`config.mk`:
```
export PLATFORM = sky130hd
export DESIGN_NAME = div
export DESIGN_NICKNAME = d
export VERILOG_FILES = /design/src/rtl/div.sv
export SDC_FILE = /design/constraint.sdc
export NUM_CORES = 1
export LEC_CHECK = 0
export ABC_AREA = 1
export BUFFER_PORTS_ARGS = -buffer_cell sky130_fd_sc_hd__buf_2
export CORE_MARGIN = 5
export CORE_UTILIZATION = 48
export CTS_BUF_LIST = sky130_fd_sc_hd__clkbuf_16
export DETAILED_ROUTE_END_ITERATION = 10
export PLACE_DENSITY = 0.78
export SLEW_MARGIN = 20
export SYNTH_ARGS = -nofsm -noshare
export SYNTH_HDL_FRONTEND = slang
export SYNTH_SLANG_ARGS = --single-unit
```
`constraint.sdc`:
```
create_clock -name clk -period 4.7 [get_ports clk]
set_input_delay 0.47 -clock clk [delete_from_list [all_inputs] [get_ports clk]]
set_output_delay 0.47 -clock clk [all_outputs]
set_load 0.03 [all_outputs]
```
`src/rtl/div.sv`:
```
// Multi-cycle 32-bit restoring divider (signed/unsigned) with abort and async reset.
// States: DIV_FREE idle | DIV_BY_ZERO divisor was 0 | DIV_ON iterating | DIV_END result held
module div (
  input  logic        clk,
  input  logic        rst,
  input  logic        signed_div_i,
  input  logic [31:0] opdata1_i,
  input  logic [31:0] opdata2_i,
  input  logic        start_i,
  input  logic        annul_i,
  output logic [63:0] result_o,
  output logic        ready_o,
  output logic        busy_o
);

  typedef enum logic [1:0] {
    DIV_FREE    = 2'd0,
    DIV_BY_ZERO = 2'd1,
    DIV_ON      = 2'd2,
    DIV_END     = 2'd3
  } state_t;

  state_t      state_q, state_d;
  logic [5:0]  cnt_q, cnt_d;
  logic [64:0] work_q, work_d;
  logic [31:0] divisor_q, divisor_d;
  logic        neg1_q, neg1_d;
  logic        neg2_q, neg2_d;
  logic [63:0] result_q, result_d;
  logic        ready_q, ready_d;

  logic        accept;
  logic [31:0] op1_mag, op2_mag;
  logic [64:0] work_sh, work_step;
  logic [33:0] trial;
  logic [31:0] quo_raw, rem_raw, quo_fix, rem_fix;

  always_ff @(posedge clk or posedge rst) begin
    if (rst) begin
      state_q   <= DIV_FREE;
      cnt_q     <= 6'd0;
      work_q    <= 65'd0;
      divisor_q <= 32'd0;
      neg1_q    <= 1'b0;
      neg2_q    <= 1'b0;
      result_q  <= 64'd0;
      ready_q   <= 1'b0;
    end else begin
      state_q   <= state_d;
      cnt_q     <= cnt_d;
      work_q    <= work_d;
      divisor_q <= divisor_d;
      neg1_q    <= neg1_d;
      neg2_q    <= neg2_d;
      result_q  <= result_d;
      ready_q   <= ready_d;
    end
  end

  assign accept = start_i && !annul_i;

  always_comb begin
    state_d = state_q;
    case (state_q)
      DIV_FREE:    if (accept) state_d = (opdata2_i == 32'd0) ? DIV_BY_ZERO : DIV_ON;
      DIV_BY_ZERO: state_d = annul_i ? DIV_FREE : DIV_END;
      DIV_ON: begin
        if (annul_i)              state_d = DIV_FREE;
        else if (cnt_q == 6'd31)  state_d = DIV_END;
      end
      DIV_END:     if (!start_i) state_d = DIV_FREE;
      default:     state_d = DIV_FREE;
    endcase
  end

  assign op1_mag = (signed_div_i && opdata1_i[31]) ? (~opdata1_i + 32'd1) : opdata1_i;
  assign op2_mag = (signed_div_i && opdata2_i[31]) ? (~opdata2_i + 32'd1) : opdata2_i;

  // Upper 33 bits hold the partial remainder, lower 32 the dividend/quotient.
  assign work_sh   = work_q << 1;
  assign trial     = {1'b0, work_sh[64:32]} - {2'b00, divisor_q};
  assign work_step = trial[33] ? work_sh : {trial[32:0], work_sh[31:1], 1'b1};

  assign quo_raw = work_step[31:0];
  assign rem_raw = work_step[63:32];
  assign quo_fix = (neg1_q ^ neg2_q) ? (~quo_raw + 32'd1) : quo_raw;
  assign rem_fix = neg1_q ? (~rem_raw + 32'd1) : rem_raw;

  always_comb begin
    cnt_d     = cnt_q;
    work_d    = work_q;
    divisor_d = divisor_q;
    neg1_d    = neg1_q;
    neg2_d    = neg2_q;
    result_d  = result_q;
    ready_d   = ready_q;
    case (state_q)
      DIV_FREE: begin
        result_d = 64'd0;
        ready_d  = 1'b0;
        if (accept && (opdata2_i != 32'd0)) begin
          cnt_d     = 6'd0;
          work_d    = {33'd0, op1_mag};
          divisor_d = op2_mag;
          neg1_d    = signed_div_i && opdata1_i[31];
          neg2_d    = signed_div_i && opdata2_i[31];
        end
      end
      DIV_BY_ZERO: begin
        result_d = 64'd0;
        ready_d  = !annul_i;
        cnt_d    = 6'd0;
      end
      DIV_ON: begin
        if (annul_i) begin
          cnt_d    = 6'd0;
          result_d = 64'd0;
          ready_d  = 1'b0;
        end else begin
          work_d = work_step;
          if (cnt_q == 6'd31) begin
            cnt_d    = 6'd0;
            result_d = {rem_fix, quo_fix};
            ready_d  = 1'b1;
          end else begin
            cnt_d = cnt_q + 6'd1;
          end
        end
      end
      DIV_END: begin
        if (!start_i) begin
          result_d = 64'd0;
          ready_d  = 1'b0;
        end
      end
      default: begin
        result_d = 64'd0;
        ready_d  = 1'b0;
      end
    endcase
  end

  assign result_o = result_q;
  assign ready_o  = ready_q;
  assign busy_o   = (state_q == DIV_BY_ZERO) || (state_q == DIV_ON);

endmodule

```
==> summary.txt, run 1 <==
Die
  • Starting Density: 48.6%
  • Cell Rows: 60
  • CORE AREA: 26800 µm²
  • Die extent in y: 175 µm
  • IO Count: 135
  • Die area: 30500 µm²
  • Die Span X: 175 µm

GRT
  • GR Util All Layers: 26.8%
  • M3 GR Usage: 3.53%
  • Number of global-route vias before repair: 12554
  • Largest net degree at the start of global routing: 172
  • Grt met2 use: 44.4%
  • Initial antenna violation count: 0
  • First-pass GRT wire length: 66000 µm
  • Grt ovf: 0
  • Most used routing layer: met2
  • GR Layer Usage met1: 35.9%

Clock network
  • Root Driver: clkbuf_16
  • CTS Sinks: 171
  • CTS clk-pin slew, worst paths: 70 ps
  • Clk_lat worst skew: 450 ps
  • Clock tree buffer depth: 2
  • TritonCTS buffer count: 17
  • CTS H-tree lvls: 4
  • Post-CTS Setup Inserts: 0
  • Post-cts gate resize count: 0
  • Hold Buf Count CTS: 0
  • CTS tree: built

Synth
  • Synth Area in XOR/XNOR: 4.64%
  • Synth Register Bits: 171
  • Syn. warnings: 0
  • Mapped Cells: 1994
  • Synth Cell Area: 13000 µm²
  • Largest family of logic cells by synthesized area: simple AND/OR/NAND/NOR gates
  • Post-synth EDFFs: 0
  • Mux share of post-synthesis cell area: 0%
  • Post-synthesis sequential area ratio: 32.9%
  • Post-synthesis compound-gate area fraction: 13.4%
  • Synth Area in Simple Gates: 34.3%
  • Syn Area/Cell: 6.53 µm²
  • Synthesized Nets: 2106
  • Adder-Cell Fraction of Synth Area: 4.19%
  • Post-synth cell types: 52
  • Async set or reset register ratio after synthesis: 100%
  • Ys flop type: dfrtp_1

Final layout
  • Nets: 2211
  • Utilization after layout: 54.4%
  • Diode count: 0
  • Share of layout cells above drive strength 1: 12.8%
  • Area Overhead vs Synth: 11.9%

STA
  • Fin Setup TNS: 0 ps
  • Slew Limit Headroom: 32.5%
  • Max-slew violations: 0
  • Fmax: 244 MHz
  • Final Hold Viols: 0
  • Slew @ Worst Pin: 1010 ps
  • Clock Skews: 12.9 ps
  • RSZ-0062 raised after global routing: no
  • Fin crit share: 87.3%
  • Setup violations, final: 0
  • Min Tclk post-route: 4100 ps

Routing
  • Drt pass-1 iters: 6
  • Detail Route Antenna Nets: 0
  • WL per Instance: 16.8 µm
  • DR vias/cell: 5.45
  • Routed vias: 13360
  • Starting DRC count in detailed routing: 1502
  • DRT Wirelength: 41200 µm
  • Drc violations: 0

Worst setup path
  • CP Launch Type: flip-flop
  • CP required: 5030 ps
  • Critical path peak fanout: 23
  • Crit path kind: reg2reg
  • Crit path arrival time: 4430 ps
  • Critical Path End Type: flip-flop

Flow run
  • Max Cap Viol: 0

Placed design
  • Post-DP HPWL: 31600 µm
  • Final RePlAce weighted congestion: 1.02
  • PortBufs: 134

Hold path
  • Hold Crit Class: in2async

Status
  • Run status: complete, no violations
==> layout by cell type (no fill, tap or decap), drive strengths merged, types with 5 or more instances in the layout <==
master | synthesis | routed
xnor2 | 12 | 12
buf | 23 | 150
nand4 | 15 | 15
or2 | 9 | 9
dfrtp | 171 | 171
nor4 | 9 | 9
clkinv | 4 | 12
inv | 278 | 284
o221ai | 5 | 5
o22ai | 8 | 8
nand3b | 6 | 6
o21ai | 201 | 201
clkbuf | 41 | 17
nor2 | 176 | 176
a21oi | 77 | 77
nor3 | 21 | 21
ha | 42 | 42
nand2 | 663 | 663
xor2 | 57 | 57
o211ai | 12 | 12
nand3 | 137 | 137
==> final timing paths <==
path / startpoint / endpoint / slack (ps) / cells past startpoint
max: work_q[42]$_DFFE_PP0P_ / result_o[30]$_DFFE_PP0P_ / 600 / 26
min: rst / result_o[63]$_DFFE_PP0P_ / 230 / 3
max reg2reg: work_q[42]$_DFFE_PP0P_ / result_o[30]$_DFFE_PP0P_ / 600 / 26
min reg2reg: result_o[49]$_DFFE_PP0P_ / result_o[49]$_DFFE_PP0P_ / 480 / 2
max in group asynchronous: rst / result_o[11]$_DFFE_PP0P_ / 3680 / 3
min in group clk: opdata2_i[0] / divisor_q[0]$_DFFE_PP0P_ / 330 / 3
==> logic make-up (layout without fill, tap and decap cells) <==
| family | Yosys count | in the layout |
|---|---|---|
| compound gates | 323 | 323 |
| buf+inv | 346 | 464 |
| flops | 171 | 171 |
| xor+xnor | 69 | 69 |
| fa+ha+maj | 43 | 43 |
| simple gates | 1042 | 1042 |
==> area by class of cell <==
class                           count  area (µm²)
Tap cell                          341         427
Sequential cell                   171        4280
Fill cell                        2575       12200
Clock buffer                       17         425
Clock inverter                     15         196
Multi-Input combinational cell   1477        7380
Inverter                          282        1060
Timing Repair Buffer              150         803
==> per-stage QoR <==
step / instances / instance area, µm² / hold slack (ps) / setup WS, ps
final: 2453 / 14600 / 225 / 597
after global routing: 2453 / 14600 / 372 / 244
after CTS: 2453 / 14600 / 329 / 649
after detailed placement: 2421 / 14000 / 461 / 715
after global placement: 2421 / 14000 / 460 / 841
after floorplan: 1994 / 13000 / 453 / 1270
==> layer usage <==
layer / up-vias / part of all wire [%]
met2: 539 / 46
li1: 6546 / -
met4: 0 / 3.5
met5: - / 0
met3: 89 / 6.8
met1: 6186 / 43
==> state kept, by name, summed over array words and instances, names as in the netlist <==
register   count
result_o      64
work_q        64
divisor_q     32
cnt_q          6
state_q        2
neg1_q         1
neg2_q         1
ready_o        1
==> cell usage after synthesis (17+ instances only) <==
cell type  number  share of area [%]
dfrtp_1       171                 33
a21oi_1        76                2.9
nor3_1         20               0.77
o21ai_1        24               0.92
nor2_2         17               0.82
nand3_1       133                5.1
ha_1           42                4.0
xor2_1         57                3.8
clkbuf_1       41                1.2
nand2_1       625                 18
nand2_2        33                1.6
inv_1         271                7.8
o21ai_0       175                6.7
nor2_1        155                4.5
==> worst max-delay path, stage by stage (launching register included) <==
cell and delay, ps:
dfrtp_1 440, ha_1 400, nand2_1 180, inv_1 60
nand2_1 60, nand2_1 100, nand2_1 90, nand2_1 80
inv_1 90, nand2_2 90, nand2_4 240, nand2_4 90
inv_4 70, ha_1 180, nand4_1 140, nor3_1 320
nand2_1 90, nor2_1 100, nand3_1 90, nor2_1 170
nand3_1 150, nor2_1 150, nand3_1 100, nand2_1 150
nand2_1 100, o21ai_0 150, o21ai_0 90
Power of run 1 is left out: the tool's default activity adds up to more than one toggle a clock period on the data nets, which glitch-free logic cannot reach.
==> run 2, diff against run 1 <==
--- a/config.mk
+++ b/config.mk
@@ -7,11 +7,11 @@
 export LEC_CHECK = 0
 export ABC_AREA = 1
 export BUFFER_PORTS_ARGS = -buffer_cell sky130_fd_sc_hd__buf_2
-export CORE_MARGIN = 5
+export CAP_MARGIN = 20
 export CORE_UTILIZATION = 48
 export CTS_BUF_LIST = sky130_fd_sc_hd__clkbuf_16
 export DETAILED_ROUTE_END_ITERATION = 10
-export PLACE_DENSITY = 0.78
+export PLACE_DENSITY = 0.75
 export SLEW_MARGIN = 20
 export SYNTH_ARGS = -nofsm -noshare
 export SYNTH_HDL_FRONTEND = slang
==> constraint.sdc (replaced) <==
create_clock -name clk -period 5.2 [get_ports clk]
set_input_delay 0.52 -clock clk [delete_from_list [all_inputs] [get_ports clk]]
set_output_delay 0.52 -clock clk [all_outputs]
set_load 0.03 [all_outputs]
==> run 2 against run 1 <==
Utilization increased by 0.66 points. Maximum frequency is 0.39% higher. Design area is 0.48% lower. Hold slack better by 37 ps. Critical path depth is 2 lower. Die area fell by 8.9%. Sequential share of layout area is 0.14 points higher. Final cell count is 0.29% lower. Largest cell class unchanged. Highest routed layer unchanged.
==> summary.txt, run 2 (same netlist as run 1, synthesis figures left out) <==
STA
  • Fin crit share: 78.6% (-8.7 points)
  • Clock Skews: 18.3 ps (+5.36 ps)
  • Min Tclk post-route: 4090 ps (-15.8 ps)
  • Fin Setup TNS: 0 ps (unchanged)
  • Fmax: 245 MHz (+0.39%)
  • Setup violations, final: 0 (unchanged)
  • Max-slew violations: 0 (unchanged)
  • Slew @ Worst Pin: 925 ps (-87.5 ps)
  • Slew Limit Headroom: 38.3% (+5.8 points)
  • Final Hold Viols: 0 (unchanged)
  • RSZ-0062 raised after global routing: no

Routing
  • WL per Instance: 17.3 µm (+3.1%)
  • Uppermost layer routed: met4
  • Drc violations: 0 (unchanged)
  • Met2 WL: 19500 µm (+2.4%)
  • Detail Route Antenna Nets: 0 (unchanged)
  • DR vias/cell: 5.47 (+0.39%)
  • Metal3 WL: 2740 µm (-2.4%)
  • Drt pass-1 iters: 6 (unchanged)
  • Routed vias: 13374 (+0.10%)
  • Starting DRC count in detailed routing: 1252 (-17%)
  • WL met1: 18700 µm (+5.1%)
  • DRT Wirelength: 42300 µm (+2.8%)

Status
  • Run status: complete, no violations

Placed design
  • Post-DP HPWL: 32400 µm (+2.5%)
  • PortBufs: 134 (unchanged)
  • Final RePlAce weighted congestion: 1.01 (-1.2%)

Worst setup path
  • Critical path peak fanout: 23 (unchanged)
  • Critical Path End Type: flip-flop
  • Register-to-register setup slack: 1110 ps (+520 ps)
  • Start point of the critical path: work_q[54]$_DFFE_PP0P_
  • CP Launch Type: flip-flop
  • R2r startpoint: work_q[54]$_DFFE_PP0P_
  • RR Endpoint: result_o[28]$_DFFE_PP0P_
  • CP required: 5520 ps (+490 ps)
  • Crit path kind: reg2reg
  • Crit path capture: result_o[28]$_DFFE_PP0P_
  • Crit path arrival time: 4410 ps (-20 ps)
  • R2R cell count: 24 (-7.7%)

Final layout
  • Seq. cell area: 4280 µm² (unchanged)
  • Diode count: 0 (unchanged)
  • Commonest non-fill, non-tap cell in the layout: nand2_1
  • Nets: 2210 (-0.045%)
  • Share of layout cells above drive strength 1: 12.7% (-0.089 points)
  • Multi-input gate area: 7380 µm² (unchanged)
  • # fillers: 2587 (+0.47%)
  • Area Overhead vs Synth: 11.4%
  • Commonest non-fill, non-tap cells in the layout: nand2_1 (625), inv_1 (270), o21ai_0 (174)

Clock network
  • CTS H-tree lvls: 4 (unchanged)
  • Hold Buf Count CTS: 0 (unchanged)
  • CTS tree: built
  • Post-cts gate resize count: 0 (unchanged)
  • CTS Sinks: 171 (unchanged)
  • CTS clk-pin slew, worst paths: 80 ps (about the same)
  • Clk_lat worst skew: 450 ps (about the same)
  • Post-CTS Setup Inserts: 0 (unchanged)
  • Root Driver: clkbuf_16
  • TritonCTS buffer count: 17 (unchanged)
  • Clock tree buffer depth: 2 (unchanged)

Die
  • Cell Rows: 59 (-1.7%)
  • Die Span X: 167 µm (-4.6%)
  • Die extent in y: 167 µm (-4.6%)
  • Starting Density: 49.4% (+0.82 points)
  • CORE AREA: 26400 µm² (-1.7%)
  • Die area: 27800 µm² (-8.9%)
  • IO Count: 135 (unchanged)

GRT
  • GR Util All Layers: 31.2% (+4.5 points)
  • First-pass GRT wire length: 68400 µm (+3.6%)
  • Initial antenna violation count: 0 (unchanged)
  • Largest net degree at the start of global routing: 94 (-45%)
  • Number of global-route vias before repair: 12559 (+0.040%)
  • Grt ovf: 0 (unchanged)

Flow run
  • Max Cap Viol: 0 (unchanged)

Hold path
  • Hold Crit Class: in2async
run 2: worst min path at each step:
stage	to	cells after the start	startpoint	slack (ps)
2_1_floorplan	divisor_q[10]$_DFFE_PP0P_	2	divisor_q[10]$_DFFE_PP0P_	450
3_3_place_gp	result_o[57]$_DFFE_PP0P_	2	result_o[57]$_DFFE_PP0P_	460
3_5_place_dp	result_o[15]$_DFFE_PP0P_	2	result_o[15]$_DFFE_PP0P_	460
4_1_cts	result_o[63]$_DFFE_PP0P_	2	rst	330
5_1_grt	result_o[61]$_DFFE_PP0P_	2	rst	370
6_report	result_o[57]$_DFFE_PP0P_	2	rst	260
run 2: stage by stage:
| step | utilization [%] | setup WS, ps | instance area, µm² | hold slack (ps) | cells |
|---|---|---|---|---|---|
| 3_3_place_gp | 52.8 | 1270 | 13900 | 461 | 2414 |
| 4_1_cts | 55.0 | 1160 | 14500 | 328 | 2446 |
| 2_1_floorplan | - | 48.2 | 13000 | 453 | 1994 |
| 6_report | 55.0 | 1110 | 14500 | 262 | 2446 |
| 5_1_grt | 55.0 | 613 | 14500 | 368 | 2446 |
| 3_5_place_dp | 52.8 | 1190 | 13900 | 461 | 2414 |
run 2: routing by layer:
metal	global-route usage, %	up-vias
met5	0	-
met2	51.2	516
li1	-	6559
met1	42.9	6223
met4	10.3	0
met3	3.49	76
run 2: final cells by class:
class                   count  area share (%)
repair buffers            149            5.40
clock inverters            15            1.05
flip-flops and latches    171            29.5
multi-input cells        1477            50.9
clock buffers              17            2.93
well taps                 335            2.89
inverters                 282            7.35
run 2: critical path: stages (launching register included):
cell	delay (ps)
dfrtp_1	430
ha_1	400
nand2_2	130
inv_2	30
nand2_1	70
nand2_1	80
a21oi_2	180
nor2_2	90
nor2_8	310
nand2_4	100
inv_4	170
ha_1	220
nand4_1	130
nor3_1	290
nand2_1	100
nor2_1	100
nand3_1	90
nor2_1	150
nand3_1	130
nor2_1	150
nand3_1	110
nand2_1	150
nand2_1	80
o21ai_0	150
o21ai_0	100
Power of run 2 is left out for the same reason.
